$ cat src/rtl/filter_pkg.sv
// Shared state type, address-mux encodings and default sizing for the filter sequencer.
package filter_pkg;

  localparam int FILT_LEN_DEF  = 16;
  localparam int BUF_DEPTH_DEF = 16;
  localparam int PACK_DEF      = 4;
  localparam int OUT_CNT_DEF   = 44;
  localparam int STRIDE_W_DEF  = 2;

  localparam logic [1:0] ADDR_IN   = 2'b00;
  localparam logic [1:0] ADDR_FILT = 2'b01;
  localparam logic [1:0] ADDR_OUT  = 2'b10;

  typedef enum logic [3:0] {
    ST_IDLE,
    ST_ARM,
    ST_INIT,
    ST_LOAD_FILT,
    ST_FILL_BUF,
    ST_WIN_LD,
    ST_MAC,
    ST_SHIFT,
    ST_DECIDE,
    ST_MEM_WR,
    ST_REFILL,
    ST_FLUSH,
    ST_DONE
  } state_t;

  // Counter width for a given modulus; a modulus of 1 still needs one bit.
  function automatic int cnt_width(input int modulus);
    return (modulus > 1) ? $clog2(modulus) : 1;
  endfunction

endpackage

$ cat src/rtl/filter_seq_ctrl_if.sv
// Memory-side handshake of the filter sequencer: address mux, pointer control and strobes.
interface filter_seq_ctrl_if;
  logic       mem_ready;
  logic       mem_rd;
  logic       mem_wr;
  logic [1:0] addr_sel;
  logic       ptr_init;
  logic [2:0] ptr_inc;

  modport master (
    input  mem_ready,
    output mem_rd, mem_wr, addr_sel, ptr_init, ptr_inc
  );

  modport slave (
    output mem_ready,
    input  mem_rd, mem_wr, addr_sel, ptr_init, ptr_inc
  );
endinterface

$ cat src/rtl/mod_counter.sv
// Modulo-MOD up-counter with synchronous clear (priority over enable) and terminal-count flag.
module mod_counter
  import filter_pkg::*;
#(
  parameter  int MOD = 4,
  localparam int W   = cnt_width(MOD)
) (
  input  logic         clk,
  input  logic         rst_n,
  input  logic         en_i,
  input  logic         clr_i,
  output logic [W-1:0] cnt_o,
  output logic         tc_o
);

  logic [W-1:0] cnt_q, cnt_d;

  assign tc_o  = (cnt_q == W'(MOD - 1));
  assign cnt_o = cnt_q;

  always_comb begin
    cnt_d = cnt_q;
    if (clr_i) begin
      cnt_d = '0;
    end else if (en_i) begin
      cnt_d = tc_o ? '0 : cnt_q + W'(1);
    end
  end

  always_ff @(posedge clk or negedge rst_n) begin
    if (!rst_n) cnt_q <= '0;
    else        cnt_q <= cnt_d;
  end

endmodule

$ cat src/rtl/filter_seq_ctrl.sv
// Sequencer for a FIR datapath: loads taps, fills the sample window, runs MAC bursts
// and packs results into memory words, with stall, abort and partial-word flush.
module filter_seq_ctrl
  import filter_pkg::*;
#(
  parameter  int FILT_LEN  = FILT_LEN_DEF,
  parameter  int BUF_DEPTH = BUF_DEPTH_DEF,
  parameter  int PACK      = PACK_DEF,
  parameter  int OUT_CNT   = OUT_CNT_DEF,
  parameter  int STRIDE_W  = STRIDE_W_DEF,
  localparam int TAP_W     = cnt_width(FILT_LEN)
) (
  input  logic                clk,
  input  logic                rst_n,
  input  logic                start_i,
  input  logic [STRIDE_W-1:0] stride_i,
  input  logic                abort_i,
  filter_seq_ctrl_if.master   mem_if,
  output logic                filt_we_o,
  output logic                buf_we_o,
  output logic                buf_shift_o,
  output logic                win_ld_o,
  output logic                mac_en_o,
  output logic                mac_clr_o,
  output logic                res_shift_o,
  output logic [TAP_W-1:0]    tap_idx_o,
  output logic                finalize_o,
  output logic                busy_o,
  output logic                done_o
);
  // state      | meaning
  // IDLE       | waiting for start, done=1
  // ARM        | start high, run begins when it falls (stride latched)
  // INIT       | reload address pointers
  // LOAD_FILT  | read FILT_LEN taps
  // FILL_BUF   | read BUF_DEPTH samples into the window buffer
  // WIN_LD     | load MAC window
  // MAC        | FILT_LEN multiply-accumulate steps
  // SHIFT      | shift result into pack register
  // DECIDE     | clear MAC, choose write / flush / refill
  // MEM_WR     | write full packed word
  // REFILL     | read stride+1 new samples
  // FLUSH      | write padded partial word if any
  // DONE       | one-cycle completion

  localparam int BUF_W  = cnt_width(BUF_DEPTH);
  localparam int PACK_W = cnt_width(PACK + 1);
  localparam int OUT_W  = cnt_width(OUT_CNT + 1);

  state_t              state_q, state_d;
  logic [STRIDE_W-1:0] stride_q, stride_d;

  logic busy, abort_act, run_clr, shift_en;
  logic tap_en, tap_tc, fill_en, fill_tc, refill_en, refill_last;
  logic pack_tc, out_tc;
  logic [TAP_W-1:0]    tap_cnt;
  logic [PACK_W-1:0]   pack_cnt;
  logic [STRIDE_W-1:0] refill_cnt;
  logic [BUF_W-1:0]    unused_buf_cnt;
  logic [OUT_W-1:0]    unused_out_cnt;
  logic                unused_refill_tc;

  logic       mem_rd, mem_wr, ptr_init;
  logic [1:0] addr_sel;
  logic [2:0] ptr_inc;

  assign busy        = (state_q != ST_IDLE) && (state_q != ST_DONE);
  assign abort_act   = abort_i && busy;
  assign run_clr     = (state_q == ST_INIT) || abort_act;
  assign shift_en    = (state_q == ST_SHIFT);
  assign tap_en      = ((state_q == ST_LOAD_FILT) && mem_if.mem_ready) || (state_q == ST_MAC);
  assign fill_en     = (state_q == ST_FILL_BUF) && mem_if.mem_ready;
  assign refill_en   = (state_q == ST_REFILL) && mem_if.mem_ready;
  assign refill_last = refill_en && (refill_cnt == stride_q);

  mod_counter #(.MOD(FILT_LEN)) u_tap_cnt (
    .clk(clk), .rst_n(rst_n), .en_i(tap_en), .clr_i(run_clr),
    .cnt_o(tap_cnt), .tc_o(tap_tc)
  );

  mod_counter #(.MOD(BUF_DEPTH)) u_buf_cnt (
    .clk(clk), .rst_n(rst_n), .en_i(fill_en), .clr_i(run_clr),
    .cnt_o(unused_buf_cnt), .tc_o(fill_tc)
  );

  // Counts to PACK (one past a modulo-PACK count) so DECIDE can see a full word.
  mod_counter #(.MOD(PACK + 1)) u_pack_cnt (
    .clk(clk), .rst_n(rst_n), .en_i(shift_en),
    .clr_i(run_clr || ((state_q == ST_DECIDE) && pack_tc)),
    .cnt_o(pack_cnt), .tc_o(pack_tc)
  );

  mod_counter #(.MOD(OUT_CNT + 1)) u_out_cnt (
    .clk(clk), .rst_n(rst_n), .en_i(shift_en), .clr_i(run_clr),
    .cnt_o(unused_out_cnt), .tc_o(out_tc)
  );

  mod_counter #(.MOD(2 ** STRIDE_W)) u_refill_cnt (
    .clk(clk), .rst_n(rst_n), .en_i(refill_en), .clr_i(run_clr || refill_last),
    .cnt_o(refill_cnt), .tc_o(unused_refill_tc)
  );

  always_ff @(posedge clk or negedge rst_n) begin
    if (!rst_n) begin
      state_q  <= ST_IDLE;
      stride_q <= '0;
    end else begin
      state_q  <= state_d;
      stride_q <= stride_d;
    end
  end

  always_comb begin
    state_d     = state_q;
    stride_d    = stride_q;
    addr_sel    = ADDR_IN;
    mem_rd      = 1'b0;
    mem_wr      = 1'b0;
    ptr_init    = 1'b0;
    ptr_inc     = 3'b000;
    filt_we_o   = 1'b0;
    buf_we_o    = 1'b0;
    buf_shift_o = 1'b0;
    win_ld_o    = 1'b0;
    mac_en_o    = 1'b0;
    mac_clr_o   = 1'b0;
    res_shift_o = 1'b0;
    finalize_o  = 1'b0;
    done_o      = 1'b0;
    unique case (state_q)
      ST_IDLE: begin
        done_o = 1'b1;
        if (start_i) state_d = ST_ARM;
      end
      ST_ARM: begin
        if (!start_i) begin
          state_d  = ST_INIT;
          stride_d = stride_i;
        end
      end
      ST_INIT: begin
        ptr_init = 1'b1;
        state_d  = ST_LOAD_FILT;
      end
      ST_LOAD_FILT: begin
        addr_sel = ADDR_FILT;
        mem_rd   = 1'b1;
        if (mem_if.mem_ready) begin
          filt_we_o = 1'b1;
          ptr_inc   = 3'b010;
          if (tap_tc) state_d = ST_FILL_BUF;
        end
      end
      ST_FILL_BUF, ST_REFILL: begin
        mem_rd = 1'b1;
        if (mem_if.mem_ready) begin
          buf_we_o    = 1'b1;
          buf_shift_o = 1'b1;
          ptr_inc     = 3'b001;
          if ((state_q == ST_FILL_BUF) ? fill_tc : refill_last) state_d = ST_WIN_LD;
        end
      end
      ST_WIN_LD: begin
        win_ld_o = 1'b1;
        state_d  = ST_MAC;
      end
      ST_MAC: begin
        mac_en_o = 1'b1;
        if (tap_tc) state_d = ST_SHIFT;
      end
      ST_SHIFT: begin
        res_shift_o = 1'b1;
        state_d     = ST_DECIDE;
      end
      ST_DECIDE: begin
        mac_clr_o = 1'b1;
        if (pack_tc)     state_d = ST_MEM_WR;
        else if (out_tc) state_d = ST_FLUSH;
        else             state_d = ST_REFILL;
      end
      ST_MEM_WR: begin
        addr_sel = ADDR_OUT;
        mem_wr   = 1'b1;
        if (mem_if.mem_ready) begin
          ptr_inc = 3'b100;
          state_d = out_tc ? ST_FLUSH : ST_REFILL;
        end
      end
      ST_FLUSH: begin
        if (pack_cnt == '0) begin
          state_d = ST_DONE;
        end else begin
          addr_sel   = ADDR_OUT;
          mem_wr     = 1'b1;
          finalize_o = 1'b1;
          if (mem_if.mem_ready) state_d = ST_DONE;
        end
      end
      ST_DONE: begin
        done_o  = 1'b1;
        state_d = ST_IDLE;
      end
      default: state_d = ST_IDLE;
    endcase

    // Abort wins over everything, including a ready memory, and suppresses all strobes.
    if (abort_act) begin
      state_d     = ST_IDLE;
      mem_rd      = 1'b0;
      mem_wr      = 1'b0;
      ptr_init    = 1'b0;
      ptr_inc     = 3'b000;
      filt_we_o   = 1'b0;
      buf_we_o    = 1'b0;
      buf_shift_o = 1'b0;
      win_ld_o    = 1'b0;
      mac_en_o    = 1'b0;
      mac_clr_o   = 1'b0;
      res_shift_o = 1'b0;
      finalize_o  = 1'b0;
    end
  end

  assign mem_if.mem_rd   = mem_rd;
  assign mem_if.mem_wr   = mem_wr;
  assign mem_if.addr_sel = addr_sel;
  assign mem_if.ptr_init = ptr_init;
  assign mem_if.ptr_inc  = ptr_inc;
  assign tap_idx_o       = tap_cnt;
  assign busy_o          = busy;

endmodule

$ cat src/flat_wrapper.sv
// flat-port wrapper written by rule: the top's interface ports become plain ports
module filter_seq_ctrl_flat import filter_pkg::*;
#(
  parameter  int FILT_LEN  = FILT_LEN_DEF,
  parameter  int BUF_DEPTH = BUF_DEPTH_DEF,
  parameter  int PACK      = PACK_DEF,
  parameter  int OUT_CNT   = OUT_CNT_DEF,
  parameter  int STRIDE_W  = STRIDE_W_DEF,
  localparam int TAP_W     = cnt_width(FILT_LEN)
)
  (clk, rst_n, start_i, stride_i, abort_i, filt_we_o, buf_we_o, buf_shift_o, win_ld_o, mac_en_o, mac_clr_o, res_shift_o, tap_idx_o, finalize_o, busy_o, done_o, mem_if_mem_ready, mem_if_mem_rd, mem_if_mem_wr, mem_if_addr_sel, mem_if_ptr_init, mem_if_ptr_inc);
  filter_seq_ctrl_if mem_if_i ();
  input  logic clk;
  input  logic rst_n;
  input  logic start_i;
  input  logic [STRIDE_W-1:0] stride_i;
  input  logic abort_i;
  output logic filt_we_o;
  output logic buf_we_o;
  output logic buf_shift_o;
  output logic win_ld_o;
  output logic mac_en_o;
  output logic mac_clr_o;
  output logic res_shift_o;
  output logic [TAP_W-1:0] tap_idx_o;
  output logic finalize_o;
  output logic busy_o;
  output logic done_o;
  input wire logic [$bits(mem_if_i.mem_ready)-1:0] mem_if_mem_ready;
  output wire logic [$bits(mem_if_i.mem_rd)-1:0] mem_if_mem_rd;
  output wire logic [$bits(mem_if_i.mem_wr)-1:0] mem_if_mem_wr;
  output wire logic [$bits(mem_if_i.addr_sel)-1:0] mem_if_addr_sel;
  output wire logic [$bits(mem_if_i.ptr_init)-1:0] mem_if_ptr_init;
  output wire logic [$bits(mem_if_i.ptr_inc)-1:0] mem_if_ptr_inc;
  assign mem_if_i.mem_ready = mem_if_mem_ready;
  assign mem_if_mem_rd = mem_if_i.mem_rd;
  assign mem_if_mem_wr = mem_if_i.mem_wr;
  assign mem_if_addr_sel = mem_if_i.addr_sel;
  assign mem_if_ptr_init = mem_if_i.ptr_init;
  assign mem_if_ptr_inc = mem_if_i.ptr_inc;
  filter_seq_ctrl #(.FILT_LEN(FILT_LEN), .BUF_DEPTH(BUF_DEPTH), .PACK(PACK), .OUT_CNT(OUT_CNT), .STRIDE_W(STRIDE_W)) u_core (.clk(clk), .rst_n(rst_n), .start_i(start_i), .stride_i(stride_i), .abort_i(abort_i), .mem_if(mem_if_i), .filt_we_o(filt_we_o), .buf_we_o(buf_we_o), .buf_shift_o(buf_shift_o), .win_ld_o(win_ld_o), .mac_en_o(mac_en_o), .mac_clr_o(mac_clr_o), .res_shift_o(res_shift_o), .tap_idx_o(tap_idx_o), .finalize_o(finalize_o), .busy_o(busy_o), .done_o(done_o));
endmodule
$ cat config.mk
export PLATFORM = sky130hd
export DESIGN_NAME = filter_seq_ctrl_flat
export DESIGN_NICKNAME = d
export VERILOG_FILES = /design/src/rtl/filter_pkg.sv /design/src/rtl/filter_seq_ctrl_if.sv /design/src/rtl/mod_counter.sv /design/src/rtl/filter_seq_ctrl.sv /design/src/flat_wrapper.sv
export SDC_FILE = /design/constraint.sdc
export NUM_CORES = 1
export LEC_CHECK = 0
export ABC_CLOCK_PERIOD_IN_PS = 3400
export CAP_MARGIN = 10
export CORE_UTILIZATION = 58
export CTS_CLUSTER_SIZE = 8
export DETAILED_ROUTE_END_ITERATION = 10
export PLACE_DENSITY_LB_ADDON = 0.05
export SYNTH_ARGS = -nofsm -noshare
export SYNTH_HDL_FRONTEND = slang
export SYNTH_HIERARCHICAL = 1
export SYNTH_SLANG_ARGS = --single-unit
export TNS_END_PERCENT = 30
$ cat constraint.sdc
create_clock -name clk -period 3.4 [get_ports clk]
set_clock_uncertainty 0.2 [all_clocks]
set_input_delay 0.34 -clock clk [delete_from_list [all_inputs] [get_ports clk]]
set_output_delay 0.34 -clock clk [all_outputs]
set_load 0.03 [all_outputs]
==> metrics <==
initial antenna violation count=0; GR Util All Layers=27.1%; worst slew pin tran=0.681 ns; clk slew on worst S/H paths=between 0.1 and 0.15 ns; Detailed Route WL=approximately 4.2 mm; Pwr Density=about 580 mW/mm²; Max-Cap Viols=0; Yosys Warn Count=6; Synth Net Count=between 200 and 250; register area=626 µm²; Post-DRT Antenna Nets=0; DR DRC count=0; register area share after synthesis=about a third; clk sinks=25; CTS HTree Levels=1; die area=0.00342 mm²; diode count=0; max_slew headroom=54.4%; post-route design area=0.00220 mm²; minimum clock period=2.94 ns; Final Hold Violating Endpoints=0; Worst Setup Path Type=reg2out; crit path max fanout=14; share of post-route cells with drive strength above 1=12.6%; Skew-Pair Late Insertion Delay=0.32 ns; detailed placer's ending HPWL=3.12 mm; Syn Inst Count=211; first-pass GRT wire length=7.12 mm; Port Buffers=28; reg2reg end=u_core/u_out_cnt/cnt_o[5]$_DFFE_PN0P_; IO Count=29; Leak=0.881 nW; Setup crit end kind=output port; max-slew violation count=0; via count=between 1500 and 2000; Via density=6.05; total negative slack=0 ns; DR WL/cell=~15 µm; Reg-to-Reg Start=u_core/state_q[0]$_DFFE_PN0P_; VDD IR max=0.260 mV; worst r2r path cells=7; die span in x=58.5 µm; gpl congestion=between 0.8 and 0.9; TritonCTS clock tree=built; worst-case clock buffer depth=2; placement row count=20; Startpoint Class=register; r2r setup slk=0.82 ns; first drt pass iteration count=4; CP arrival=2.40 ns; RSZ-0062 raised after global routing=false; setup bufs post-CTS=0; CTS Hold Bufs=0; #FFs+latches synth=25; overall die height=between 50 and 60 µm; Primary FF master, synth=dfrtp_1; Post-DP Area=0.00217 mm²; Initial Utilization=about 60%; Worst Path Required=roughly 2.9 ns; number of enable flip-flop cells after synthesis=0; number of global-route vias before repair=about 1500; hold crit path type=in2async; # fillers=approximately 260; multi-input logic area=around 0.0011 mm²; CTS resizes=0; Peak Freq=~0.34 GHz; outcome=completed; Setup-failing EPs final=0; area grow syn2layout=18.7%; Detailed Route Iter0 Violations=75; cts bufs inserted=3; Clock Tree Root=clkbuf_4; final period utilization=86.5%; synthesized area=0.00185 mm²; Netlist cell types=59; pin count of the biggest net entering global routing=26; asr flop ratio synth=100%; core area=0.00303 mm²; mean area per synthesized cell=about 8.8 µm²; nets=~250; total gr overflow=0
## sequential cells by signal, indices dropped and copies added (netlist names)
register,cells
u_core/u_out_cnt/cnt_o,6
u_core/u_buf_cnt/cnt_o,4
u_core/u_pack_cnt/cnt_o,3
u_core/u_refill_cnt/cnt_o,2
u_core/u_tap_cnt/cnt_o,4
u_core/stride_q,2
u_core/state_q,4
## synthesized netlist by cell type, drive strengths merged, types with 2 or more instances
cell type	count	area share (%)
dfrtp	25	34
a21oi	23	6.8
nand2	17	3.6
nor2	16	3.4
nand2b	12	4.6
nor3	12	3.5
inv	10	2.0
o21ai	9	2.4
buf	7	2.4
ha	7	4.7
nand3	6	1.6
mux2i	5	2.7
or3b	5	2.4
and3	4	1.9
nor4	4	1.4
a211oi	3	1.9
clkbuf	3	0.61
mux2	3	1.8
xor2	3	1.4
a21boi	2	0.81
a41o	2	1.1
nand3b	2	0.81
nand4	2	0.68
o211a	2	1.1
o211ai	2	0.81
o21bai	2	0.81
or2	2	0.81
or2b	2	0.88
or3	2	0.68
xnor2	2	0.95
## critical path: stages, from the launching register on
cell	delay, ns
dfrtp_1	0.68
nand2_1	0.23
nor3_1	0.24
nand2_1	0.11
a21oi_1	0.14
clkdlybuf4s50_1	0.69
## final cells by class
cell class	count	share of cell area, %
flip-flops and latches	25	28.5
multi-input cells	166	51.5
well taps	44	2.51
repair buffers	33	14.5
clock inverters	1	0.342
inverters	10	1.71
clock buffers	3	1.03
## layer usage
layer | wire length, µm | track usage (%) | vias to the layer above
li1 | - | - | 816
met1 | 1890 | 36.8 | 821
met2 | 2060 | 45.2 | 63
met3 | 215 | 3.52 | 6
met4 | 48 | 8.50 | 0
met5 | 0 | 0 | -
## worst max path at each step
stage	startpoint	end	slack, ns	depth (start not counted)
floorplan	u_core/state_q[2]$_DFFE_PN0P_	mem_if_mem_wr	0.43	4
global placement	abort_i	buf_shift_o	0.71	4
detailed placement	abort_i	u_core/u_out_cnt/cnt_o[5]$_DFFE_PN0P_	0.56	7
CTS	u_core/state_q[0]$_DFFE_PN0P_	mem_if_ptr_inc[1]	0.45	5
global route	u_core/state_q[0]$_DFFE_PN0P_	filt_we_o	0.23	5
finish	u_core/state_q[0]$_DFFE_PN0P_	mem_if_ptr_inc[1]	0.46	5
## kinds of logic (layout without fill, tap and decap cells)
logic type / count (synthesis) / in the layout / share of synthesized area [%]
AOI/OAI and AO/OA: 55 / 55 / 21.2
buffers and inverters: 20 / 47 / 5.07
DFF: 25 / 25 / 33.8
xor gates and xnor gates: 5 / 5 / 2.37
adders and majority gates: 7 / 7 / 4.74
and+or+nand+nor: 91 / 91 / 28.3
muxes: 8 / 8 / 4.53
## metrics by stage
step,hold WS (ns),power [W],util (%),worst slack (ns),instances
after detailed placement,0.327,0.00113,71.5,0.559,278
after global routing,0.191,0.00136,72.5,0.227,282
final,0.169,0.00127,72.5,0.457,282
after CTS,0.174,0.00127,72.5,0.452,282
after global placement,0.316,0.00111,71.5,0.710,278
after floorplan,-0.156,0.000921,-,0.432,211
## power by group
| group | switching (W) | internal [W] | leakage [nW] |
|---|---|---|---|
| registers | 0.0000705 | 0.000338 | 0.341 |
| logic | 0.000435 | 0.000291 | 0.526 |
| clock network | 0.0000895 | 0.0000449 | 0.0139 |
| total | 0.000595 | 0.000674 | 0.881 |
## cells in the final DEF, fill, tap and decap left out, types with 3 or more instances in the layout
master           count
a21oi_1             20
clkbuf_4             3
mux2_2               3
or3b_1               4
nor4_1               4
buf_4                5
xor2_1               3
nand3_1              6
nand2_1             16
o21ai_0              9
nor3_1              11
nand2b_1            10
inv_1               10
nor2_1              15
dfrtp_1             25
clkdlybuf4s50_1     28
mux2i_1              5
a21oi_2              3
ha_1                 7
Note: power is estimated with default switching activity, not from simulation.
